File: config.mk
export PLATFORM = sky130hd
export DESIGN_NAME = mem_arbiter
export DESIGN_NICKNAME = d
export VERILOG_FILES = /design/src/rtl/mem_arbiter.sv
export SDC_FILE = /design/constraint.sdc
export NUM_CORES = 1
export LEC_CHECK = 0
export BUFFER_PORTS_ARGS = -buffer_cell sky130_fd_sc_hd__buf_4
export CELL_PAD_IN_SITES_DETAIL_PLACEMENT = 1
export CELL_PAD_IN_SITES_GLOBAL_PLACEMENT = 1
export CORE_AREA = 2 2 82 143
export DETAILED_ROUTE_END_ITERATION = 10
export DIE_AREA = 0 0 84 145
export PLACE_DENSITY_LB_ADDON = 0.1
export SYNTH_ARGS = -nofsm -noshare
export SYNTH_HDL_FRONTEND = slang
export SYNTH_SLANG_ARGS = --single-unit
File: constraint.sdc
create_clock -name clk_in -period 4.85 [get_ports clk_in]
set_input_delay 0.7275 -clock clk_in [delete_from_list [all_inputs] [get_ports clk_in]]
set_output_delay 0.7275 -clock clk_in [all_outputs]
set_load 0.02 [all_outputs]
File: src/rtl/mem_arbiter.sv
// Byte-wide memory bus arbiter: the store/load buffer gets single-cycle byte grants at IDLE,
// and instruction fetches are serialised into four byte reads followed by a one-cycle ready pulse.
module mem_arbiter #(
  parameter logic [31:0] IO_BASE = 32'h0003_0000,
  parameter int          IO_SPAN = 8
) (
  input  logic        clk_in,
  input  logic        rst_in,
  input  logic        rdy_in,
  input  logic        control_hazard,
  input  logic        io_buffer_full,
  input  logic        if_req,
  input  logic [31:0] if_addr,
  output logic        if_ready,
  output logic [31:0] if_data,
  input  logic        slb_req,
  input  logic [31:0] slb_addr,
  input  logic        slb_wr,
  input  logic [7:0]  slb_dout,
  output logic        slb_grant,
  input  logic [7:0]  mem_din,
  output logic [31:0] mem_a,
  output logic        mem_wr,
  output logic [7:0]  mem_dout
);

  typedef enum logic [1:0] {S_IDLE, S_FETCH, S_FLUSH} state_t;

  state_t      state_q, state_d;
  logic [1:0]  k_q, k_d;
  logic [31:0] addr_q, addr_d;
  logic [31:0] data_q, data_d;
  logic        ready_q, ready_d;

  logic in_io, io_blk, grant, start;

  assign in_io  = (slb_addr >= IO_BASE) && (slb_addr < IO_BASE + 32'(IO_SPAN));
  assign io_blk = slb_wr & in_io & io_buffer_full;
  assign grant  = rdy_in & (state_q == S_IDLE) & slb_req & ~control_hazard & ~io_blk;
  // A pending if_ready pulse blocks the still-asserted request from restarting a fetch.
  assign start  = rdy_in & (state_q == S_IDLE) & ~grant & if_req & ~ready_q & ~control_hazard;

  assign slb_grant = grant;
  assign if_ready  = ready_q & ~control_hazard;
  assign if_data   = data_q;

  always_comb begin
    mem_a    = 32'h0;
    mem_wr   = 1'b0;
    mem_dout = 8'h0;
    if (grant) begin
      mem_a    = slb_addr;
      mem_wr   = slb_wr;
      mem_dout = slb_dout;
    end else if (state_q == S_FETCH) begin
      mem_a = addr_q + {30'b0, k_q};
    end
  end

  always_comb begin
    state_d = state_q;
    k_d     = k_q;
    addr_d  = addr_q;
    data_d  = data_q;
    ready_d = ready_q;
    if (rdy_in) begin
      if (control_hazard) begin
        state_d = S_IDLE;
        k_d     = 2'd0;
        ready_d = 1'b0;
      end else begin
        case (state_q)
          S_IDLE: begin
            ready_d = 1'b0;
            if (start) begin
              addr_d  = if_addr;
              state_d = S_FETCH;
              k_d     = 2'd0;
            end
          end
          S_FETCH: begin
            // mem_din carries the byte addressed in the previous cycle
            case (k_q)
              2'd1:    data_d[7:0]   = mem_din;
              2'd2:    data_d[15:8]  = mem_din;
              2'd3:    data_d[23:16] = mem_din;
              default: ;
            endcase
            if (k_q == 2'd3) begin
              state_d = S_FLUSH;
              k_d     = 2'd0;
            end else begin
              k_d = k_q + 2'd1;
            end
          end
          S_FLUSH: begin
            data_d[31:24] = mem_din;
            state_d       = S_IDLE;
            ready_d       = 1'b1;
          end
          default: state_d = S_IDLE;
        endcase
      end
    end
  end

  always_ff @(posedge clk_in) begin
    if (rst_in) begin
      state_q <= S_IDLE;
      k_q     <= 2'd0;
      addr_q  <= 32'h0;
      data_q  <= 32'h0;
      ready_q <= 1'b0;
    end else begin
      state_q <= state_d;
      k_q     <= k_d;
      addr_q  <= addr_d;
      data_q  <= data_d;
      ready_q <= ready_d;
    end
  end

endmodule
==> metrics.csv <==
stage;metric;value;unit
critical_path;Worst Setup Start Kind;input pin;
sta;Worst-Margin Slew;1.05;ns
clocking;Num CTS Buffers;9;
global_route;largest net degree at the start of global routing;105;
drt;vias post-DR;4087;
drt;WL/cell;16.5;um
sta;max_slew headroom;30.0;%
synthesis;Synth Area in Compound Gates;10.2;%
final_layout;n_diodes;0;
clocking;Clock Latency Late Sink;0.33;ns
synthesis;largest family of logic cells by synthesized area;simple AND/OR/NAND/NOR gates;
sta;post-route setup TNS;0;ns
synthesis;sequential fraction of the synthesis area;34.6;%
critical_path;crit path kind;input pin to primary output;
critical_path;endpoint type of the worst setup path;primary output;
die;row cnt;51;
global_route;first-pass GRT wire length;20.8;mm
synthesis;synthesized flop and latch total;69;
worst_hold_path;hold worst-path end;if_data[28]$_SDFFE_PP0P_;
drt;DRC;0;
drt;WL final;13.0;mm
die;die height;145;um
sta;final count of negative-setup-slack endpoints;0;
die;CORE AREA;11000;um^2
placement;setup slack at placement;1.34;ns
pwr;Leak Pwr;0.00216;uW
pwr;maximum vdd drop;0.183;mV
synthesis;Synth Area in XOR/XNOR;6.36;%
critical_path;R2R Path Start;state_q[1]$_SDFFE_PP0P_;
synthesis;post-synth top area cell;dfxtp_1;
critical_path;r2r endpoint;if_data[18]$_SDFFE_PP0P_;
synthesis;top cell type's share of synthesized area;34.6;%
clocking;clk root buf;clkbuf_16;
synthesis;mux cell area share after synthesis;8.02;%
clocking;cts repair resizes;0;
final_layout;share of cells above drive strength 1;28.0;%
worst_hold_path;Hold Path Class;register to register;
synthesis;dominant cells by area after synthesis;dfxtp_1, nand2b_1, mux2i_1;
worst_hold_path;hold depth;2;
sta;Final Hold Viols;0;
synthesis;Mean Syn Cell Area;7.86;um^2
global_route;grt total ovfl;0;
critical_path;CP Max Fanout;42;
drt;post-route ant nets;0;
global_route;number of global-route vias before repair;4194;
worst_hold_path;min-delay src;if_data[28]$_SDFFE_PP0P_;
critical_path;WP data arrival;2.79;ns
synthesis;number of synthesized flops with an enable pin;0;
synthesis;synthesized instance count;508;
placement;GPL Wtd Cong;0.855;
synthesis;prevailing post-synth register cell;dfxtp_1;
global_route;GRT Overall Usage;21.1;%
synthesis;Post-Synth Simple-Gate Area;33.9;%
placement;PortBufs;162;
die;Initial Util;36.2;%
synthesis;Yosys cell types;40;
sta;final worst-path setup slack;1.33;ns
synthesis;Syn Nets;602;
final_layout;Nets;748;
final_layout;commonest non-fill, non-tap cells in the layout;buf_4, nand2_1, dfxtp_1, nand2b_1, a21oi_1;
global_route;initial antenna violation count;0;
clocking;Clock Tree Buf Depth;2;
pwr;total power;1460;uW
placement;HPWL Detailed;10.1;mm
synthesis;adder-cell share of the synthesized area;2.07;%
synthesis;Ys Warns;0;
final_layout;Area Overhead vs Synth;39.2;%
die;I/O pins;163;
critical_path;r2r worst-path depth;6;
sta;Max Slew Vio Count;0;
sta;RSZ-0062 raised after global routing;false;
die;die width;84;um
drt;DRT Pass-1 Iters;4;
clocking;CTS tree;built;
job;Max Cap Violations;0;
final_layout;Non-Filler Instances;790;
critical_path;reg2reg setup slack;2.56;ns
sta;Max Freq;284;MHz
clocking;clock sinks;69;
sta;minimum clock period;3.52;ns
drt;Iter 0 DRT Violations;132;
synthesis;Mapped Area;4000;um^2
die;Die Area;12200;um^2
synthesis;Post-synth ARST share;0;%
clocking;clock slew at reported path FFs;0.06;ns
clocking;# Post-CTS Setup Buffers;0;
clocking;CTS Hold Bufs;0;
final_layout;Core Util, Final;50.4;%
drt;Avg Vias per Cell;5.17;
final_layout;commonest non-fill, non-tap cell in the layout;buf_4;
placement;placed cells;775;
critical_path;worst path required time;4.12;ns
pwr;PD cells;263;nW/um^2
sta;Tcrit/Tclk final;72.5;%
outcome;outcome;finished clean;
clocking;Clock H-tree levels;3;
sta;worst clock skew;0.00646;ns
-- worst max-delay path, stage by stage --
cell	delay [ns]
buf_4	0.11
nor4b_1	0.54
nand4_1	0.24
o2111a_1	0.38
buf_4	0.29
a211o_1	0.33
buf_4	0.16
-- logic make-up after synthesis --
| group | after synthesis |
|---|---|
| AOI/OAI and AO/OA | 75 |
| xor gates and xnor gates | 29 |
| adders and majority gates | 6 |
| buffers and inverters | 40 |
| DFF | 69 |
| muxes | 32 |
| and+or+nand+nor | 257 |
-- stage by stage --
| stage | hold slack (ns) | instance area, um^2 |
|---|---|---|
| detailed placement | 0.449 | 5250 |
| global placement | 0.445 | 5250 |
| finish | 0.456 | 5560 |
| CTS | 0.456 | 5560 |
| global route | 0.471 | 5560 |
| floorplan | 0.452 | 4000 |
-- cells in the mapped netlist, types with 2 or more instances --
| cell | number |
|---|---|
| a21oi_1 | 36 |
| a22o_1 | 2 |
| and2_1 | 9 |
| and3_1 | 3 |
| and4_1 | 6 |
| buf_2 | 2 |
| buf_8 | 3 |
| clkbuf_1 | 25 |
| dfxtp_1 | 69 |
| ha_1 | 5 |
| inv_1 | 9 |
| mux2i_1 | 32 |
| nand2_1 | 84 |
| nand2b_1 | 67 |
| nand3_1 | 35 |
| nand4_1 | 7 |
| nor2_1 | 16 |
| nor2b_1 | 3 |
| nor3_1 | 9 |
| nor4_1 | 9 |
| o2111ai_1 | 2 |
| o21ai_0 | 29 |
| or3_1 | 2 |
| xnor2_1 | 23 |
| xor2_1 | 6 |
-- cell type report --
class,instances,area (um^2)
well taps,132,165
clock inverters,4,72.6
inverters,9,33.8
repair buffers,166,1250
fillers,1378,5480
flip-flops and latches,69,1380
clock buffers,11,243
multi-input cells,399,2420
-- worst max-delay path by stage --
stage	end	slack, ns	from
after floorplan	mem_a[22]	2.05	slb_addr[11]
after global placement	mem_a[22]	1.29	slb_addr[19]
after detailed placement	mem_a[31]	1.34	slb_addr[19]
after CTS	mem_a[31]	1.34	slb_addr[19]
after global routing	mem_a[26]	1.22	k_q[0]$_SDFFE_PP0P_
final	mem_a[31]	1.33	slb_addr[19]
-- registers in the layout (all words and copies together) (netlist names) --
signal	count
addr_q	32
if_data	32
state_q	2
ready_q	1
k_q	2
-- power by group --
part	switching, uW	internal (uW)	total [uW]
Clock	237	460	698
Combinational	83.2	90.8	174
Sequential	12.3	577	589
Total	333	1130	1460
-- layer usage --
metal / track usage (%) / up-vias / part of all wire [%]
li1: - / 2017 / -
met1: 23.1 / 1930 / 38
met2: 39.8 / 129 / 54
met3: 4.38 / 11 / 6.1
met4: 6.61 / 0 / 1.6
met5: 0 / - / 0
Note: power is estimated with default switching activity, not from simulation.
